==> config.mk <==
export PLATFORM = sky130hd
export DESIGN_NAME = tile_frame_writer
export DESIGN_NICKNAME = d
export VERILOG_FILES = /design/src/rtl/tile_frame_writer.sv
export SDC_FILE = /design/constraint.sdc
export NUM_CORES = 1
export LEC_CHECK = 0
export CAP_MARGIN = 5
export CORE_MARGIN = 3
export CORE_UTILIZATION = 58
export CTS_BUF_LIST = sky130_fd_sc_hd__clkbuf_8 sky130_fd_sc_hd__clkbuf_16
export CTS_CLUSTER_SIZE = 10
export DETAILED_ROUTE_END_ITERATION = 8
export GPL_ROUTABILITY_DRIVEN = 0
export PLACE_DENSITY = 0.77
export SKIP_LAST_GASP = 1
export SLEW_MARGIN = 15
export SYNTH_ARGS = -nofsm -noshare
export SYNTH_HDL_FRONTEND = slang
export SYNTH_SLANG_ARGS = --single-unit
==> constraint.sdc <==
create_clock -name clk -period 5.92 [get_ports clk]
set_input_delay 0.888 -clock clk [delete_from_list [all_inputs] [get_ports clk]]
set_output_delay 0.888 -clock clk [all_outputs]
set_load 0.01 [all_outputs]
==> src/rtl/tile_frame_writer.sv <==
// Sweeps 768 tile colours into the framebuffer write port once per frame_start; first tile one cycle after frame_start.
// Object loads stall (obj_ready low) only in the frame_start cycle, when shadow is copied into active.
module tile_frame_writer #(
    parameter int          NUM_OBJ  = 4,
    parameter int          TILES_X  = 32,
    parameter int          TILES_Y  = 24,
    parameter logic [7:0]  BG_COLOR = 8'h00
) (
    input  logic                       clk,
    input  logic                       rst_n,
    input  logic                       frame_start,
    input  logic                       obj_valid,
    output logic                       obj_ready,
    input  logic [$clog2(NUM_OBJ)-1:0] obj_idx,
    input  logic [4:0]                 obj_x,
    input  logic [4:0]                 obj_y,
    input  logic [5:0]                 obj_w,
    input  logic [5:0]                 obj_h,
    input  logic [7:0]                 obj_color,
    output logic [9:0]                 addrWrite,
    output logic [7:0]                 dataWrite,
    output logic                       busy,
    output logic                       frame_done,
    output logic                       overrun
);
    localparam int         CW        = $clog2(TILES_X);
    localparam int         RW        = $clog2(TILES_Y);
    localparam logic [9:0] LAST_ADDR = 10'(TILES_X * TILES_Y - 1);

    typedef enum logic {IDLE, SWEEP} state_t;
    state_t state, state_next;

    logic          start, step, finish, ovr;
    logic [CW-1:0] col, sel_col, next_col;
    logic [RW-1:0] row, sel_row, next_row;
    logic [9:0]    tile_addr;
    logic [7:0]    pix;
    logic [6:0]    c7, r7;

    logic [4:0] sh_x [NUM_OBJ], sh_y [NUM_OBJ], ac_x [NUM_OBJ], ac_y [NUM_OBJ], lk_x [NUM_OBJ], lk_y [NUM_OBJ];
    logic [5:0] sh_w [NUM_OBJ], sh_h [NUM_OBJ], ac_w [NUM_OBJ], ac_h [NUM_OBJ], lk_w [NUM_OBJ], lk_h [NUM_OBJ];
    logic [7:0] sh_c [NUM_OBJ], ac_c [NUM_OBJ], lk_c [NUM_OBJ];

    assign obj_ready = ~frame_start;
    assign busy      = (state == SWEEP);

    always_ff @(posedge clk or negedge rst_n) begin
        if (!rst_n) state <= IDLE;
        else        state <= state_next;
    end

    always_comb begin
        state_next = state;
        start      = 1'b0;
        step       = 1'b0;
        finish     = 1'b0;
        ovr        = 1'b0;
        case (state)
            IDLE: begin
                if (frame_start) begin
                    start      = 1'b1;
                    state_next = SWEEP;
                end
            end
            SWEEP: begin
                if (frame_start) begin
                    start = 1'b1;
                    ovr   = 1'b1;
                end else if (addrWrite == LAST_ADDR) begin
                    finish     = 1'b1;
                    state_next = IDLE;
                end else begin
                    step = 1'b1;
                end
            end
            default: state_next = IDLE;
        endcase
    end

    // The first tile is emitted on the copy edge, so it must be coloured from shadow, not active.
    always_comb begin
        for (int i = 0; i < NUM_OBJ; i++) begin
            lk_x[i] = frame_start ? sh_x[i] : ac_x[i];
            lk_y[i] = frame_start ? sh_y[i] : ac_y[i];
            lk_w[i] = frame_start ? sh_w[i] : ac_w[i];
            lk_h[i] = frame_start ? sh_h[i] : ac_h[i];
            lk_c[i] = frame_start ? sh_c[i] : ac_c[i];
        end
    end

    always_comb begin
        sel_col   = frame_start ? '0 : col;
        sel_row   = frame_start ? '0 : row;
        tile_addr = 10'(sel_row * TILES_X + sel_col);
        c7        = 7'(sel_col);
        r7        = 7'(sel_row);
        next_col  = sel_col + 1'b1;
        next_row  = sel_row;
        if (sel_col == CW'(TILES_X - 1)) begin
            next_col = '0;
            next_row = (sel_row == RW'(TILES_Y - 1)) ? '0 : sel_row + 1'b1;
        end
        // Walk from lowest priority up so slot 0 overrides; 7-bit sums clip instead of wrapping.
        pix = BG_COLOR;
        for (int i = NUM_OBJ - 1; i >= 0; i--) begin
            if (lk_w[i] != 6'd0 && lk_h[i] != 6'd0 &&
                {2'b00, lk_x[i]} <= c7 && c7 < {2'b00, lk_x[i]} + {1'b0, lk_w[i]} &&
                {2'b00, lk_y[i]} <= r7 && r7 < {2'b00, lk_y[i]} + {1'b0, lk_h[i]})
                pix = lk_c[i];
        end
    end

    always_ff @(posedge clk or negedge rst_n) begin
        if (!rst_n) begin
            col        <= '0;
            row        <= '0;
            addrWrite  <= '0;
            dataWrite  <= BG_COLOR;
            frame_done <= 1'b0;
            overrun    <= 1'b0;
        end else begin
            frame_done <= finish;
            overrun    <= ovr;
            if (start || step) begin
                addrWrite <= tile_addr;
                dataWrite <= pix;
                col       <= next_col;
                row       <= next_row;
            end
        end
    end

    always_ff @(posedge clk or negedge rst_n) begin
        if (!rst_n) begin
            for (int i = 0; i < NUM_OBJ; i++) begin
                sh_x[i] <= '0; sh_y[i] <= '0; sh_w[i] <= '0; sh_h[i] <= '0; sh_c[i] <= '0;
                ac_x[i] <= '0; ac_y[i] <= '0; ac_w[i] <= '0; ac_h[i] <= '0; ac_c[i] <= '0;
            end
        end else begin
            if (obj_valid && obj_ready) begin
                sh_x[obj_idx] <= obj_x;
                sh_y[obj_idx] <= obj_y;
                sh_w[obj_idx] <= obj_w;
                sh_h[obj_idx] <= obj_h;
                sh_c[obj_idx] <= obj_color;
            end
            if (frame_start) begin
                ac_x <= sh_x;
                ac_y <= sh_y;
                ac_w <= sh_w;
                ac_h <= sh_h;
                ac_c <= sh_c;
            end
        end
    end
endmodule

Word-level counts from Yosys, hierarchy flattened
Cells that the tools add are included.

Reductions and logical operators: 31. Muxes and demuxes: 50. $mul: 0. Div/mod/pow operators: 0. Order comparisons: 18. Shift-type cells: 0. Bitwise operators: 3. $add $sub $neg: 11. Equality and inequality tests: 3.

Operators with widths (number): two-way mux 8 bit (9); two-way mux 5 bit (14); adder 5 x 6 -> 7 bit (8); less-than comparator 5 x 7 -> 1 bit (8); two-way mux 6 bit (9); bitwise mux 24 bit (2); nonzero test 6 bit (8); bitwise mux 20 bit (2); <= comparator 5 bit (8); bitwise mux 32 bit (1); logical AND 1 bit (22); demux 8 bit (select 2 bit) (1); demux 6 bit (select 2 bit) (1); adder 10 x 5 -> 10 bit (1); adder 5 x 1 -> 5 bit, second input constant (2); demux 5 bit (select 2 bit) (1); == test 10 bit, second input constant (1); == test 5 bit, second input constant (2); two-way mux 1 bit (9); greater-or-equal comparator 3 bit, second input constant (1); less-than comparator 3 x 1 -> 1 bit, second input constant (1); NOT 2 -> 3 bit (1); NOT 1 bit (2); case mux 1 bit (2 select lines) (1); logical OR 1 bit (1).

Flip-flop bits (word level): 271. Bits of input ports: 36. RAM bits: 0. Output and inout bits: 22. Bits in latches: 0. Memories kept: 0. Bits in read-only memories: 0.

Depth between registers and ports, before layout
Gate-level depths: netlist of the first run.

Depth in word-level cells: 11. Gate-level depth with buffers: 23.

Worst setup path before layout of the first run
OpenSTA, ideal clock, no wires.

Path kind: input port to flip-flop. Start: input port frame_start. End: register dataWrite[0]. Stages: 20. Setup slack: 0.335 ns. Library setup time: 0.110 ns. Buffers on the path: 6. Data required time: 5.810 ns. Arrival: 5.475 ns. Cell sequence: buf_6 -> buf_2 -> buf_2 -> buf_1 -> clkbuf_1 -> buf_2 -> mux2_2 -> ha_1 -> fa_1 -> a21o_1 -> a21oi_1 -> xor2_1 -> ha_1 -> o21a_1 -> o31ai_1 -> a2111oi_4 -> nor4_4 -> a211oi_2 -> a221oi_1 -> o41ai_1.

Word-level cells in the longest chain between the ends: 11.

RTL lines: from (decl) (RTL line 11) `input logic frame_start,`; parallel branches: the longest is 11 deep, another holds adder 5 x 6 -> 7 bit; to (signal assigned) (RTL line 126) `dataWrite <= pix;`; to (decl) (RTL line 21) `output logic [7:0] dataWrite,`.

Parallel ways; which one is timed is not known. A chain may end at the register's enable or synchronous reset.

Worst setup path in the final report of the first run
Start: input port frame_start. End: register dataWrite[3].

The elaborated chain is that of the path after synthesis.

==> metrics.txt, run 1 <==
via density per instance=6.03; busiest grt layer=met2; Worst EP required=6350 ps; number of library cell types mapped by synthesis=59; Seq/Total Area, Yosys=0.492; first-pass GRT wire length=51300 um; final worst path period need=4660 ps; nets=1337; CP max-delay cell=a211oi_2; DP HPWL=22500 um; met2 usage=0.414; CTS resizes=0; crit-path leading delay family=compound AO/OA/AOI/OAI gates; Synth Flop Type=dfrtp_1; leak pwr=7.05 nW; drt drc=0; Worst-path clk slew=60 ps; Boundary Pins=58; worst-case vdd ir drop=245 uV; placed cell area=0.0148 mm^2; clock latency on the worst-skew pair=550 ps; Worst Tran Pin Value=1150 ps; CTS Buffer Depth=3; Layout Cells excl Fill=1498; RR Endpoint=dataWrite[3]$_DFFE_PN0P_; asr flop ratio synth=1.00; Critical Path Fanout Max=50; Placed Cells=1458; Post-Syn Nets=1267; Layout area overhead=13.1%; Cell Pwr Density=397 mW/mm^2; total global-route track usage=0.248; IO buf count=57; site row count=55; Design Area, Final=0.0156 mm^2; Startpoint Class=input port; Die Wd=160 um; Die Span Y=160 um; top-count cell post-synth=dfrtp_1; hold buffers post-CTS=0; First-pass DRT Iterations=5; area leader, netlist=dfrtp_1; Slew HR=0.234; met1 Resource Use GR=0.348; clk_skew=22.9 ps; largest net degree at the start of global routing=108; clk sink count=271; most area-consuming cells after synthesis=dfrtp_1 (49%), mux2_2 (18%), ha_1 (10%); die area=0.0256 mm^2; Critical Path AT=5100 ps; YS warnings=0; CP Cell Sequence=buf_6 > buf_4 > mux2_2 > ha_1 > inv_1 > fa_1 > nor2b_1 > o21ai_0 > nand2b_1 > xnor2_1 > ha_1 > o21ai_0 > a21oi_1 > o221a_1 > nor4_4 > a211oi_2 > a221oi_1 > o41ai_1; Slew Limit Fails=0; flop2flop setup slack=1780 ps; worst r2r src=sh_w[6]$_DFFE_PN0P_; post-detailed-route wirelength per cell=20.8 um; worst hold path type=in -> async; Num CTS Buffers=31; vias in the first global route=9399; max_cap viols=0; 1st-iter DRT viols=672; final-report hold violation count=0; synth cell count leaders=dfrtp_1 (271), mux2_2 (224), ha_1 (115), nand2_1 (56), nor2_1 (56); setup TNS=0 ps; Post-synth EDFFs=0; fin crit share=0.788; initial antenna violation count=0; Remaining Overflow, GRT=0; outcome=completed; H-tree level count=1; antenna diode count=0; GR Util met3=0.0278; R2R depth=14; Hold WS=344 ps; share of cells above drive strength 1=0.243; Post-CTS Setup Bufs=0; DRT Wirelength=31200 um; Syn Area/Cell=12.4 um^2; Setup violations, final=0; Syn Std Cell Area=0.0138 mm^2; core area=0.0230 mm^2; Synth top area share=0.492; post-route antenna net violation count=0; fin worst setup slack=1260 ps; Peak Freq=214 MHz; Vias=9027; kind of critical path=in -> reg; RSZ-0062 raised after global routing=false; Clock Root Buffer=clkbuf_16; Post-Syn Instances=1108; CP peak stage delay=580 ps; buffers and inverters on the worst path=3; CTS tree=built; Crit. End Element=flop; Yosys reg bits=271; setup slack at placement=740 ps; Initial Util=0.599
[flip-flops by register name, summed over array words and instances, names as in the netlist]
signal and count:
sh_h 24, dataWrite 8, ac_x 20, overrun 1, ac_c 32, ac_w 24
sh_x 20, frame_done 1, row 5, sh_c 32, sh_y 20, busy 1
addrWrite 10, ac_y 20, ac_h 24, col 5, sh_w 24
[where the power goes]
part	leakage, nW	internal [mW]	switching, mW
sequential	3.29	2.28	0.230
clock	0.431	0.931	0.692
combinational	3.32	0.993	1.05
total	7.05	4.21	1.98
[cells by family (layout without fill, tap and decap cells)]
family | Yosys count | after routing | synth area share
fa+ha+maj | 123 | 123 | 0.116
buf+inv | 84 | 161 | 0.0243
simple gates | 203 | 203 | 0.0737
xor+xnor | 23 | 23 | 0.0146
compound gates | 162 | 162 | 0.0825
mux | 242 | 242 | 0.197
flops | 271 | 271 | 0.492
[through the flow]
| stage | total power, mW | utilization |
|---|---|---|
| after floorplan | 3.97 | - |
| after global placement | 4.49 | 0.642 |
| after detailed placement | 4.58 | 0.642 |
| after CTS | 6.22 | 0.678 |
| after global routing | 6.60 | 0.678 |
| final | 6.18 | 0.678 |
[placed cells by master (no fill, tap or decap), types with 13 or more instances in the layout]
| master | n |
|---|---|
| a21oi_1 | 43 |
| a221oi_1 | 16 |
| buf_4 | 16 |
| clkbuf_16 | 31 |
| clkdlybuf4s50_1 | 55 |
| dfrtp_1 | 271 |
| ha_1 | 115 |
| inv_1 | 54 |
| mux2_2 | 224 |
| mux2i_1 | 17 |
| nand2_1 | 56 |
| nor2_1 | 54 |
| nor2b_1 | 13 |
| nor4_1 | 17 |
| o21ai_0 | 24 |
[how the worst max path moves through the flow]
stage	from	end	slack (ps)	cells after the start
3_5_place_dp	frame_start	dataWrite[3]$_DFFE_PN0P_	740	16
2_1_floorplan	frame_start	dataWrite[0]$_DFFE_PN0P_	340	20
3_3_place_gp	frame_start	dataWrite[4]$_DFFE_PN0P_	870	16
6_report	frame_start	dataWrite[3]$_DFFE_PN0P_	1260	18
5_1_grt	frame_start	dataWrite[3]$_DFFE_PN0P_	870	17
4_1_cts	frame_start	dataWrite[4]$_DFFE_PN0P_	1280	18
[per-layer routing]
| layer | share of wire | routed length, um | vias to the layer above |
|---|---|---|---|
| met3 | 0.040 | 1260 | 59 |
| met1 | 0.45 | 13900 | 4569 |
| li1 | - | - | 4183 |
| met5 | 0 | 0 | - |
| met4 | 0.027 | 848 | 0 |
| met2 | 0.49 | 15100 | 216 |
[final cells by class]
type                    instances  area, um^2
fillers                      1722        7410
flip-flops and latches        271        6780
multi-input cells             753        6690
clock buffers                  32         790
repair buffers                 74         717
well taps                     313         392
inverters                      47         176
clock inverters                 8        35.0
No activity file was read; power rests on OpenSTA's default activity.
==> run 2, diff against run 1 <==
clock period = 4.45 ns   (was 5.92 ns; I/O delays follow)
==> run 2 against run 1 <==
Effect of this change: clock skew shrank 13 ps; largest cell class unchanged; combinational power grew 38%; count of clock-buffer cells in the layout grew 1; die area is the same.
==> metrics.txt, run 2 (synthesized netlist as in run 1, its figures left out) <==
outcome=completed; clk_skew=10.3 ps (-12.7 ps); placed cell area=0.0150 mm^2 (+1.7%); RSZ-0062 raised after global routing=false; Filler cells=1686 (-2.1%); DRT Wirelength=32600 um (+4.5%); Slew Limit Fails=0 (unchanged); post-detailed-route wirelength per cell=21.4 um (+2.8%); Layout area overhead=15.0%; Worst Tran Pin Value=907 ps (-239 ps); Peak Freq=250 MHz; hold buffers post-CTS=0 (unchanged); kind of critical path=in -> reg; worst hold path type=in -> async; Clock Root Buffer=clkbuf_16; site row count=55 (unchanged); Critical Path Fanout Max=20 (-60%); Cell Pwr Density=528 mW/mm^2 (+33%); IO buf count=57 (unchanged); Die Span Y=160 um (unchanged); Post-CTS Setup Bufs=0 (unchanged); die area=0.0256 mm^2 (unchanged); via density per instance=6.01 (-0.33%); initial antenna violation count=0 (unchanged); vias in the first global route=9872 (+5.0%); CP Cell Sequence=buf_6 > buf_4 > mux2i_1 > inv_1 > ha_1 > a211o_1 > o211ai_1 > nand2_1 > ha_1 > or2_2 > a21oi_1 > a211oi_1 > o21ai_0 > o311ai_2 > nand2_1 > a221oi_1 > o41ai_1; Slew HR=0.395 (+0.161); Vias=9147 (+1.3%); CTS tree=built; share of cells above drive strength 1=0.266 (+0.0231); most frequent cells in the layout=dfrtp_1 (271), mux2_2 (224), ha_1 (114); CP max-delay cell=o41ai_1; Pwr Total=8.36 mW (+35%); Startpoint Class=input port; total global-route track usage=0.261 (+0.0133); Worst-path clk slew=50 ps (about the same); buffers and inverters on the worst path=3 (unchanged); clk sink count=271 (unchanged); Die Wd=160 um (unchanged); DP HPWL=23800 um (+5.9%); nets=1363 (+1.9%); Initial Util=0.599 (unchanged); Placed Cells=1484 (+1.8%); met2 usage=0.446 (+0.0315); post-route antenna net violation count=0 (unchanged); CTS Buffer Depth=3 (unchanged); drt drc=0 (unchanged); fin crit share=0.898; GR Util met3=0.0425 (+0.0148); Boundary Pins=58 (unchanged); Critical Path AT=4420 ps (-680 ps); antenna diode count=0 (unchanged); first-pass GRT wire length=53500 um (+4.3%); Layout Cells excl Fill=1523 (+1.7%); clock latency on the worst-skew pair=560 ps (about the same); H-tree level count=1 (unchanged); largest net degree at the start of global routing=118 (+9.3%); final worst path period need=4000 ps; busiest grt layer=met2; max_cap viols=0 (unchanged); Design Area, Final=0.0158 mm^2 (+1.7%); Worst EP required=4880 ps (-1470 ps); final-report hold violation count=0 (unchanged); Num CTS Buffers=31 (unchanged); most common cell after layout, fill and taps aside=dfrtp_1; crit-path leading delay family=compound AO/OA/AOI/OAI gates; met1 Resource Use GR=0.343 (-0.00519); core area=0.0230 mm^2 (unchanged); Setup violations, final=0 (unchanged); 1st-iter DRT viols=644 (-4.2%); biggest regs=ac_c x32, sh_c x32; Remaining Overflow, GRT=0 (unchanged); First-pass DRT Iterations=5 (unchanged); worst-case vdd ir drop=298 uV (+22%); Crit. End Element=flop; CP peak stage delay=380 ps (-200 ps); CTS resizes=0 (unchanged); leak pwr=7.17 nW (+1.7%)
[run 2: cell count changes in the layout (fill, tap and decap cells not counted), moves of 2 or more]
cell	change
mux2i_2	+2
buf_12	+2
inv_1	-2
mux2i_1	-2
buf_4	+24
[run 2: cell type report]
| class | count | area [um^2] | share of cell area |
|---|---|---|---|
| sequential | 271 | 6780 | 0.428 |
| multi-input combinational | 753 | 6720 | 0.424 |
| timing repair buffer | 100 | 937 | 0.0592 |
| clock buffer | 33 | 803 | 0.0507 |
| tap | 313 | 392 | 0.0247 |
| inverter | 47 | 176 | 0.0111 |
| clock inverter | 6 | 27.5 | 0.00174 |
[run 2: metrics by stage]
stage               TNS (ps)   util  worst slack (ps)  hold WS [ps]
finish                     0  0.689               455           171
CTS                        0  0.689               502           225
detailed placement      -227  0.653             -66.9           487
global route               0  0.689               187           262
global placement           0  0.653               140           483
floorplan              -80.2      -             -11.7           372
[run 2: worst paths after layout]
path / slack [ps] / end / from / cells past startpoint
min reg2reg: 500 / dataWrite[5]$_DFFE_PN0P_ / dataWrite[5]$_DFFE_PN0P_ / 2
min in group clk: 500 / dataWrite[5]$_DFFE_PN0P_ / dataWrite[5]$_DFFE_PN0P_ / 2
max in group asynchronous: 3230 / ac_w[4]$_DFFE_PN0P_ / rst_n / 2
min: 170 / sh_x[16]$_DFFE_PN0P_ / rst_n / 1
max: 450 / dataWrite[3]$_DFFE_PN0P_ / frame_start / 17
max reg2reg: 690 / dataWrite[3]$_DFFE_PN0P_ / sh_h[13]$_DFFE_PN0P_ / 15
[run 2: worst reg2reg max path: stages (launching register included)]
cell and delay, ps:
dfrtp_1 400, mux2i_1 200, inv_1 80, ha_1 310
a211o_1 290, o211ai_1 130, nand2_1 110, ha_1 280
or2_2 270, a21oi_1 180, a211oi_1 70, o21ai_0 240
o311ai_2 250, nand2_1 340, a221oi_1 100, o41ai_1 380
[run 2: power by group]
part	switching (mW)	internal, mW	total (mW)
combinational	1.47	1.36	2.82
sequential	0.315	3.04	3.35
clock	0.926	1.26	2.18
[run 2: metal layers]
layer	share of wire	routed length [um]
met1	0.43	14000
met2	0.49	16000
met3	0.046	1510
met4	0.033	1070
met5	0	0
==> run 3, diff against run 2 <==
clock period = 4.9 ns   (was 4.45 ns; I/O delays follow)
==> run 3 against run 2 <==
Effect of this change: first-iteration DRC count down 13%; sequential cell count stayed put; utilization shrank 0.92 points; total power is 11% lower; non-clock buffer count down 18; via count decreased by 1.5%; clock power shrank 12%; sequential share of layout area increased by 0.58 points; worst setup slack improved by 220 ps; cell area is 1.3% lower; clock skew about the same; critical path depth is 1 lower; highest routed layer unchanged.
==> metrics.txt, run 3 (synthesized netlist as in run 1, its figures left out) <==
Critical Path AT=4650 ps (+230 ps); largest net degree at the start of global routing=123 (+4.2%); setup slack at placement=156 ps (+223 ps); final worst path period need=4230 ps; Clock Root Buffer=clkbuf_16; Core Util, Final=0.680 (-0.00920); die area=0.0256 mm^2 (unchanged); Num CTS Buffers=31 (unchanged); busiest grt layer=met2; CP peak stage delay=480 ps (+100 ps); DP HPWL=22600 um (-5.2%); vias in the first global route=9380 (-5.0%); Pwr Total=7.46 mW (-11%); Design Area, Final=0.0156 mm^2 (-1.3%); CP max-delay cell=fa_1; first-pass GRT wire length=51100 um (-4.4%); Worst EP required=5330 ps (+450 ps); H-tree level count=1 (unchanged); core area=0.0230 mm^2 (unchanged); outcome=completed; Hold WS=212 ps (+41.2 ps); final-report hold violation count=0 (unchanged); crit-path leading delay family=compound AO/OA/AOI/OAI gates; Crit. End Element=flop; biggest regs=ac_c x32, sh_c x32; Cell Pwr Density=478 mW/mm^2 (-9.5%); met2 usage=0.431 (-0.0145); placed cell area=0.0148 mm^2 (-1.2%); drt drc=0 (unchanged); share of cells above drive strength 1=0.250 (-0.0159); Post-CTS Setup Bufs=0 (unchanged); Slew Limit Fails=0 (unchanged); Startpoint Class=input port; Worst-path clk slew=60 ps (about the same); most frequent cells in the layout=dfrtp_1 (271), mux2_2 (224), ha_1 (115); most common cell after layout, fill and taps aside=dfrtp_1; kind of critical path=in -> reg; initial antenna violation count=0 (unchanged); worst-case vdd ir drop=290 uV (-2.6%); fin crit share=0.862; via density per instance=6.01 (about the same); CP Cell Sequence=buf_6 > buf_4 > mux2i_1 > inv_1 > ha_1 > fa_1 > inv_1 > ha_1 > o21ai_0 > a31oi_1 > o21a_1 > o32ai_1 > o311ai_2 > nand2_1 > a221oi_1 > o41ai_1; fin worst setup slack=674 ps (+220 ps); Peak Freq=237 MHz; clk sink count=271 (unchanged); CTS resizes=0 (unchanged); IO buf count=57 (unchanged); Vias=9008 (-1.5%); worst hold path type=in -> async; total global-route track usage=0.249 (-0.0118); Die Wd=160 um (unchanged); Initial Util=0.599 (unchanged); Placed Cells=1466 (-1.2%); antenna diode count=0 (unchanged); Critical Path Fanout Max=43 (+110%); post-route antenna net violation count=0 (unchanged); GR Util met3=0.0288 (-0.0137); buffers and inverters on the worst path=4 (+1); clock latency on the worst-skew pair=540 ps (-20 ps); CTS Buffer Depth=3 (unchanged); DRT Wirelength=31500 um (-3.3%); Setup violations, final=0 (unchanged); Layout Cells excl Fill=1500 (-1.5%); max_cap viols=0 (unchanged); Die Span Y=160 um (unchanged); setup TNS=0 ps (unchanged); leak pwr=7.05 nW (-1.7%); Slew HR=0.361 (-0.0345); RSZ-0062 raised after global routing=false; post-detailed-route wirelength per cell=21.0 um (-1.8%); met1 Resource Use GR=0.337 (-0.00521); Worst Tran Pin Value=958 ps (+50.7 ps); clk_skew=10.4 ps (+0.113 ps); 1st-iter DRT viols=562 (-13%); Remaining Overflow, GRT=0 (unchanged); hold buffers post-CTS=0 (unchanged); site row count=55 (unchanged); R2R depth=14 (-1); Layout area overhead=13.4%; First-pass DRT Iterations=7 (+2); critical path depth in cells=16 (-1); Boundary Pins=58 (unchanged); CTS tree=built; nets=1345 (-1.3%)
run 3: changes by cell type in the layout (fill, tap and decap cells not counted), sizes merged:
cell | before | now
clkbuf | 33 | 31
inv | 53 | 48
clkinvlp | 0 | 1
buf | 45 | 27
clkinv | 0 | 1
run 3: layout make-up:
cell class,instances,area (um^2)
timing repair buffer,82,790
tap,313,392
multi-input combinational,753,6700
fill,1714,7360
clock buffer,31,776
inverter,47,176
sequential,271,6780
clock inverter,3,16.3
run 3: metal layers:
layer	vias up	wire [um]	part of all wire
met4	0	754	0.024
met2	183	15600	0.50
met3	53	1030	0.033
met1	4589	14100	0.45
met5	-	0	0
li1	4183	-	-
run 3: final timing paths:
| path | startpoint | slack [ps] | endpoint |
|---|---|---|---|
| setup / recovery | frame_start | 670 | dataWrite[6]$_DFFE_PN0P_ |
| hold / removal | rst_n | 210 | ac_x[15]$_DFFE_PN0P_ |
| setup reg to reg | sh_w[6]$_DFFE_PN0P_ | 1060 | dataWrite[6]$_DFFE_PN0P_ |
| hold reg to reg | ac_c[23]$_DFFE_PN0P_ | 500 | ac_c[23]$_DFFE_PN0P_ |
| max in group asynchronous | rst_n | 3550 | sh_y[16]$_DFFE_PN0P_ |
| min in group clk | ac_c[23]$_DFFE_PN0P_ | 500 | ac_c[23]$_DFFE_PN0P_ |
run 3: power by group:
| part | total [mW] | internal, mW | switching (mW) |
|---|---|---|---|
| combinational | 2.51 | 1.21 | 1.29 |
| sequential | 3.04 | 2.76 | 0.280 |
| clock | 1.92 | 1.10 | 0.814 |
| total | 7.46 | 5.08 | 2.39 |
